<file path="config.mk">
export PLATFORM = sky130hd
export DESIGN_NAME = operand_entry
export DESIGN_NICKNAME = d
export VERILOG_FILES = /design/src/rtl/operand_entry_pkg.sv /design/src/rtl/key_debounce.sv /design/src/rtl/operand_entry.sv
export SDC_FILE = /design/constraint.sdc
export NUM_CORES = 1
export LEC_CHECK = 0
export CORE_MARGIN = 2
export CORE_UTILIZATION = 63
export DETAILED_ROUTE_END_ITERATION = 8
export GPL_TIMING_DRIVEN = 1
export PLACE_DENSITY_LB_ADDON = 0.08
export SETUP_SLACK_MARGIN = 0.02
export SKIP_CTS_REPAIR_TIMING = 1
export SLEW_MARGIN = 20
export SYNTH_ARGS = -nofsm -noshare
export SYNTH_HDL_FRONTEND = slang
export SYNTH_HIERARCHICAL = 1
export SYNTH_SLANG_ARGS = --single-unit
</file>
<file path="constraint.sdc">
create_clock -name CLOCK_50 -period 2.85 [get_ports CLOCK_50]
set_input_delay 0.7125 -clock CLOCK_50 [delete_from_list [all_inputs] [get_ports CLOCK_50]]
set_output_delay 0.7125 -clock CLOCK_50 [all_outputs]
set_load 0.01 [all_outputs]
</file>
<file path="src/rtl/operand_entry_pkg.sv">
// Shared types and constants for the operand entry block: op codes, FSM states,
// and the wrap-around step helpers used for the a/b/op registers.
package operand_entry_pkg;

  localparam int DEBOUNCE_DEFAULT = 1000000;

  localparam logic [1:0] OP_ADD = 2'd0;
  localparam logic [1:0] OP_SUB = 2'd1;
  localparam logic [1:0] OP_MUL = 2'd2;
  localparam logic [1:0] OP_DIV = 2'd3;

  typedef enum logic [0:0] {
    EDIT   = 1'b0,
    COMMIT = 1'b1
  } state_e;

  // >= rather than == keeps the register self-correcting if it ever leaves range
  function automatic logic [7:0] wrap_step(input logic [7:0] v, input logic [7:0] max_v,
                                           input logic down);
    if (down) return (v == 8'd0 || v > max_v) ? max_v : v - 8'd1;
    return (v >= max_v) ? 8'd0 : v + 8'd1;
  endfunction

  function automatic logic [1:0] op_step(input logic [1:0] v, input logic down);
    return down ? v - 2'd1 : v + 2'd1;
  endfunction

endpackage

</file>
<file path="src/rtl/key_debounce.sv">
// One pushbutton: 2-flop synchronizer, counting debouncer, and a one-cycle
// press pulse on a debounced 1->0 transition.
module key_debounce
  import operand_entry_pkg::*;
#(
  parameter int CYCLES = DEBOUNCE_DEFAULT
) (
  input  logic gclk,
  input  logic grst_n,
  input  logic key,
  output logic press,
  output logic level
);

  localparam int CW = (CYCLES < 2) ? 1 : $clog2(CYCLES + 1);

  logic [1:0]    sync;
  logic [CW-1:0] cnt;
  logic          level_d;

  always_ff @(posedge gclk or negedge grst_n) begin
    if (!grst_n) begin
      sync    <= 2'b11;
      cnt     <= '0;
      level   <= 1'b1;
      level_d <= 1'b1;
    end else begin
      sync    <= {sync[0], key};
      level_d <= level;
      // any cycle agreeing with the current level restarts the count
      if (sync[1] != level) begin
        if (cnt == CW'(CYCLES - 1)) begin
          level <= sync[1];
          cnt   <= '0;
        end else begin
          cnt <= cnt + 1'b1;
        end
      end else begin
        cnt <= '0;
      end
    end
  end

  assign press = level_d & ~level;

endmodule

</file>
<file path="src/rtl/operand_entry.sv">
// Operand entry: debounced keys step a/b/op, KEY[3] commits the set and holds
// it under valid until the ready handshake. Optional OPERAND_DOWN_EN: SW[17] selects decrement.
module operand_entry
  import operand_entry_pkg::*;
#(
  parameter int DEBOUNCE_CYCLES = DEBOUNCE_DEFAULT,
  parameter int MAX_VALUE       = 9
) (
  input  logic        CLOCK_50,
  input  logic        RESET_N,
  input  logic [3:0]  KEY,
  input  logic [17:0] SW,
  output logic [7:0]  a,
  output logic [7:0]  b,
  output logic [1:0]  op,
  output logic        valid,
  input  logic        ready
);

  localparam logic [7:0] MAX_V = 8'(MAX_VALUE);

  logic [3:0] press;
  logic [3:0] key_level;
  logic       down;
  state_e     state;

  key_debounce #(.CYCLES(DEBOUNCE_CYCLES)) u_key [3:0] (
    .gclk  (CLOCK_50),
    .grst_n(RESET_N),
    .key   (KEY),
    .press (press),
    .level (key_level)
  );

`ifdef OPERAND_DOWN_EN
  assign down = SW[17];
`else
  assign down = 1'b0;
`endif

  logic unused_sink;
  assign unused_sink = &{1'b0, SW, key_level};

  always_ff @(posedge CLOCK_50 or negedge RESET_N) begin
    if (!RESET_N) begin
      a     <= 8'd0;
      b     <= 8'd0;
      op    <= OP_ADD;
      state <= EDIT;
    end else begin
      case (state)
        EDIT: begin
          // steps land in the same cycle as a commit, before the freeze
          if (press[2]) a  <= wrap_step(a, MAX_V, down);
          if (press[1]) b  <= wrap_step(b, MAX_V, down);
          if (press[0]) op <= op_step(op, down);
          if (press[3]) state <= COMMIT;
        end
        COMMIT: if (ready) state <= EDIT;
        default: state <= EDIT;
      endcase
    end
  end

  assign valid = (state == COMMIT);

endmodule
</file>
# Yosys cells after proc, flatten, opt, wreduce, memory -nomap -nowiden

Index checks and enable logic that the tools add are counted.
W data, S select, Z words.

Word-level logic and storage cells: 72
Output and inout port bits: 19
Bits in registers: 115

Bitwise logic cells: 9
Add/sub/neg operators: 7
Equality and inequality tests: 8
Reduce and logical (&&, ||, !) cells: 7
Muxes and demuxes: 19
Magnitude comparators: 2

Operator list:

| kind                    | number |
|---|---|
| $mux W20                | 8 |
| $add A20 B1 Y20 const B | 4 |
| $eq A20 B20 Y1 const B  | 4 |
| $mux W8                 | 4 |
| $add A8 B1 Y8 const B   | 2 |
| $ge A8 B4 Y1 const B    | 2 |
| $reduce_and A2 Y1       | 7 |
| $mux W1                 | 6 |
| $not A1 Y1              | 5 |
| $and A1 B1 Y1           | 4 |
| $ne A1 B1 Y1            | 4 |
| $add A2 B1 Y2 const B   | 1 |
| $pmux W1 S2             | 1 |

# Logic depth before layout (Yosys ltp)

Word-level depth: 5
Mapped depth: 6
Gate-level depth less buffers: 5

# Cells and area by module

The synthesis kept the hierarchy.

By module, submodules not included:

| module        | cells an instance | seq. area each (um^2) | area an instance (um^2) | times used |
|---|---|---|---|---|
| key_debounce  | 108               | 605.6                 | 1151.1                  | 4 |
| operand_entry | 94                | 475.5                 | 1003.5                  | 1 |

# Least setup slack after synthesis

Ideal clock, no wire load.

Kind: reg-to-reg
Start point: register u_key[0].cnt[0]
End point: register u_key[0].cnt[18]
Period minus slack after synthesis: 1784 ps
Setup slack: 1066 ps
Cell stages (with the launch flop): 7
Arrival time: 1706 ps
Data required time: 2772 ps
Setup time: 78 ps
Path through: dfrtp_1 ha_1 nand2_1 or3_1 buf_2 or4_1 a21oi_1

Cells in the longest elaborated chain, start to end: 3

RTL lines:

| what                                                     | line                                   | text |
|---|---|---|
| start, declared                                          | key_debounce.sv:18                     | `logic [CW-1:0] cnt;` |
| start signal, assigned                                   | key_debounce.sv:36                     | `cnt <= cnt + 1'b1;` |
| $add A20 B1 Y20 / $eq A20 B20 Y1 (equally long branches) | key_debounce.sv:36, key_debounce.sv:32 |  |
| $mux W20 *                                               | key_debounce.sv:32                     | `if (cnt == CW'(CYCLES - 1)) begin` |
| $mux W20 *                                               | key_debounce.sv:31                     | `if (sync[1] != level) begin` |

Mark *: on every way between the ends. The rest lies on a longest branch, timed or not.
A chain may end at the register's enable or synchronous reset.

# Worst setup path after layout

Start point: register state (netlist: valid)
End point: output port valid

RTL lines:

| what                   | line                | text |
|---|---|---|
| start, declared        | operand_entry.sv:25 | `state_e state;` |
| start signal, assigned | operand_entry.sv:49 | `state <= EDIT;` |
| start signal, assigned | operand_entry.sv:57 | `if (press[3]) state <= COMMIT;` |
| start signal, assigned | operand_entry.sv:59 | `COMMIT: if (ready) state <= EDIT;` |
| end, declared          | operand_entry.sv:16 | `output logic valid,` |

No word-level cell between the ends.

==> results <==
- The count of warnings emitted by yosys is 6.
- The total negative setup slack is 0 ns.
- The share of the Yosys chip area taken by registers is 0.517.
- Counting flops and latches in the post-synthesis netlist gives 115.
- The floorplan die width is 98.3 um.
- Setup repair after global routing left no endpoint under its margin.
- The area of the placeable core is around 8700 um2.
- The site row count is 34.
- The via count of the first global-routing pass is roughly 4300.
- The kind of start point of the critical path is a flop.
- The clock-pin transition on the worst setup and hold timing paths is approximately 0.050 ns.
- The most frequently used cell type in the post-synthesis netlist is dfrtp_1.
- The tool flagged a number of max-cap violations equal to 0.
- The number of buffers inserted by port buffering is 25.
- In this run the mean area of a mapped cell was 10.7 um2.
- The initial detailed-routing violation count is between 150 and 200.
- The first global-routing pass estimated 20400 um of wire.
- The delay contributed by the slowest stage of the critical path is around 0.62 ns.
- Headroom to the max-slew limit came out at 0.516.
- The layout overhead on the synthesized area is 17.8%.
- Of the cells placed in the final design, the portion with a size suffix greater than 1 is 0.122.
- For this run, the total global-route usage over all layers was measured as 0.260.
- At the pin with the least slew margin, the transition time is between 0.7 and 0.8 ns.
- The critical path goes through clkdlybuf4s50_1.
- The longest clock path from root to sink contains 2 buffers.
- The H-tree was split into 4 levels.
- The total via count in the routed design is 4215.
- The min-delay analysis places its worst path in the category input port to async pin.
- The total power is between 4 and 5 mW.
- The worst-case hold slack is ~0.18 ns.
- The remaining antenna violation count after routing is 0.
- The upper clock frequency limit is around 410 MHz.
- In the routed design, unresolved DRC markers number 0.
- Across all setup checks in the final design, the least slack found is about 0.43 ns.
- Data arrives at the worst endpoint at roughly 1.7 ns.
- Synthesis instantiated 44 different standard cells from the library.
- The commonest cells after synthesis are dfrtp_1, nor2_1, nand2_1.
- In this run, synthesis inferred 0 flip-flops with an integrated enable.
- The number of non-filler instances in the completed layout is approximately 700.
- The flow ran to the end, and the final reports show no timing, DRC or antenna violations.
- The routability congestion estimate is 0.817.
- The y dimension of the die is about 98 um.
- The final-report max-slew violation count is 0.
- The net count of the mapped netlist is between 500 and 600.
- The count of nets after finishing is between 500 and 600.
- The floorplan die area is 9670 um2.
- Summed over all cells, the static leakage comes to approximately 2.8 nW.
- The slowest stage of the critical path is the clkdlybuf4s50_1 cell.
- The number of hold violations in the final report is 0.
- In this run the power density over the cells is about 610 nW/um2.
- Summing every instance area after synthesis gives approximately 5600 um2.
- Synthesis produced 526 cells.
- Timing analysis after detailed placement gives a worst setup slack of around 0.88 ns.
- After detailed routing, the average wire length per cell comes to about 17 um.
- The data required time of the critical path is approximately 2.1 ns.
- The worst setup path is captured at an output pin.
- The number of clock buffers inserted by TritonCTS is 17.
- By area the synthesized netlist is led by dfrtp_1, dfstp_2, xor2_1.
- The mean number of vias per cell is just over 6.
- The final antenna diode count is 0.
- The minimum clock period is around 2.4 ns.
- The initial standard-cell utilization of the core is 0.646.
- The critical path is of the flop to output pin type.
- For this run, the detailed router's first-pass iteration total came to 5.
- Setup violations remaining at the end of the flow were counted as 0.
- In this design, the largest share of critical-path delay is due to buffers and inverters.
- The total I/O pin count is 44.
- The master cell of the clock root buffer is clkbuf_8.
- The library cell with the largest summed area after synthesis is dfrtp_1.
- For the final database, setup skew stands at about 0.0082 ns.
- TritonCTS built the clock tree.
- The maximum net fanout on the critical path is 9.
- The primary flip-flop cell chosen by synthesis mapping is dfrtp_1.
- Including well taps, the total number of placed cells is 651.
- The number of antenna violations at the first check in global routing is 0.
- The worst supply voltage drop on vdd is 0.447 mV.
- Together, buffers and inverters on the worst path number 1.
- The async set-or-reset flop fraction in the synthesized netlist is 1.00.
- Summed over all layers, the global routing overflow is 0.
- The share of synthesized area in the top cell type comes to 0.442.
- The number of sinks handled by clock tree synthesis is about 120.
- Of the available clock period, the critical path in the final layout requires 0.850.
- Entering global routing, the biggest net connects 66 pins.
- The clock latency at the later pin of the worst-skew pair is slightly above 0.5 ns.
- The post-detailed-placement half-perimeter wirelength is just over 7000 um.
- The final wirelength is between 10000 and 15000 um.
-- cells by family (layout without fill, tap and decap cells) --
kind of cell	Yosys count	count (layout)	synth area share
flip-flops	115	115	0.517
adder cells (fa/ha/maj)	10	10	0.0223
multiplexers	6	6	0.0116
AO/OA/AOI/OAI	76	76	0.0942
XOR/XNOR	54	54	0.0843
buffers and inverters	22	71	0.0187
AND/OR/NAND/NOR	243	243	0.252
-- path summary, 6_finish.rpt --
check,startpoint,endpoint,slack [ns],depth (start not counted)
setup reg to reg,u_key[3]/cnt[12],u_key[3]/cnt[3],0.77,5
min in group CLOCK_50,u_key[1]/sync[0],u_key[1]/sync[1],0.35,0
hold / removal,RESET_N,b[0],0.18,1
hold reg to reg,u_key[1]/sync[0],u_key[1]/sync[1],0.35,0
max in group asynchronous,RESET_N,u_key[0]/sync[0],1.89,2
setup / recovery,valid,valid,0.43,1
-- per-layer routing --
layer,GRT usage,wire length [um]
met1,0.338,5050
met2,0.440,5840
met3,0.0565,449
met4,0.0759,100
met5,0,0
-- cells in the final DEF, fill, tap and decap left out, types with 10 or more instances in the layout --
cell              n
and4_1           17
xnor2_1          22
clkbuf_16        16
dfstp_2          16
or4_1            12
nand2_1          38
a21oi_1          32
o21ai_0          19
and3_1           16
clkdlybuf4s50_1  24
xor2_1           32
dfrtp_1          99
nor2_1           57
or3_1            20
nand3_1          30
ha_1             10
-- sequential cells by signal, indices dropped and copies added (netlist names) --
signal         cells
u_key/level        4
u_key/level_d      4
u_key/sync         8
b                  8
op                 2
valid              1
u_key/cnt         80
a                  8
-- power by group --
| part | leakage, nW | internal, mW | switching, mW |
|---|---|---|---|
| logic | 0.929 | 0.0338 | 0.0646 |
| registers | 1.54 | 1.66 | 0.0172 |
| clock network | 0.306 | 1.55 | 0.706 |
| total | 2.78 | 3.25 | 0.788 |
-- per-stage QoR --
stage / util / cell area (um2)
3_5_place_dp: 0.688 / 5970
6_report: 0.761 / 6610
4_1_cts: 0.761 / 6610
3_3_place_gp: 0.688 / 5970
5_1_grt: 0.761 / 6610
2_1_floorplan: - / 5610
-- final cells by class --
class | count | area [um2]
Multi-Input combinational cell | 389 | 2610
Clock inverter | 9 | 176
Inverter | 8 | 30.0
Clock buffer | 23 | 457
Sequential cell | 115 | 2900
Timing Repair Buffer | 31 | 305
Tap cell | 108 | 135
Fill cell | 567 | 2070
No activity file was read; power rests on OpenSTA's default activity.
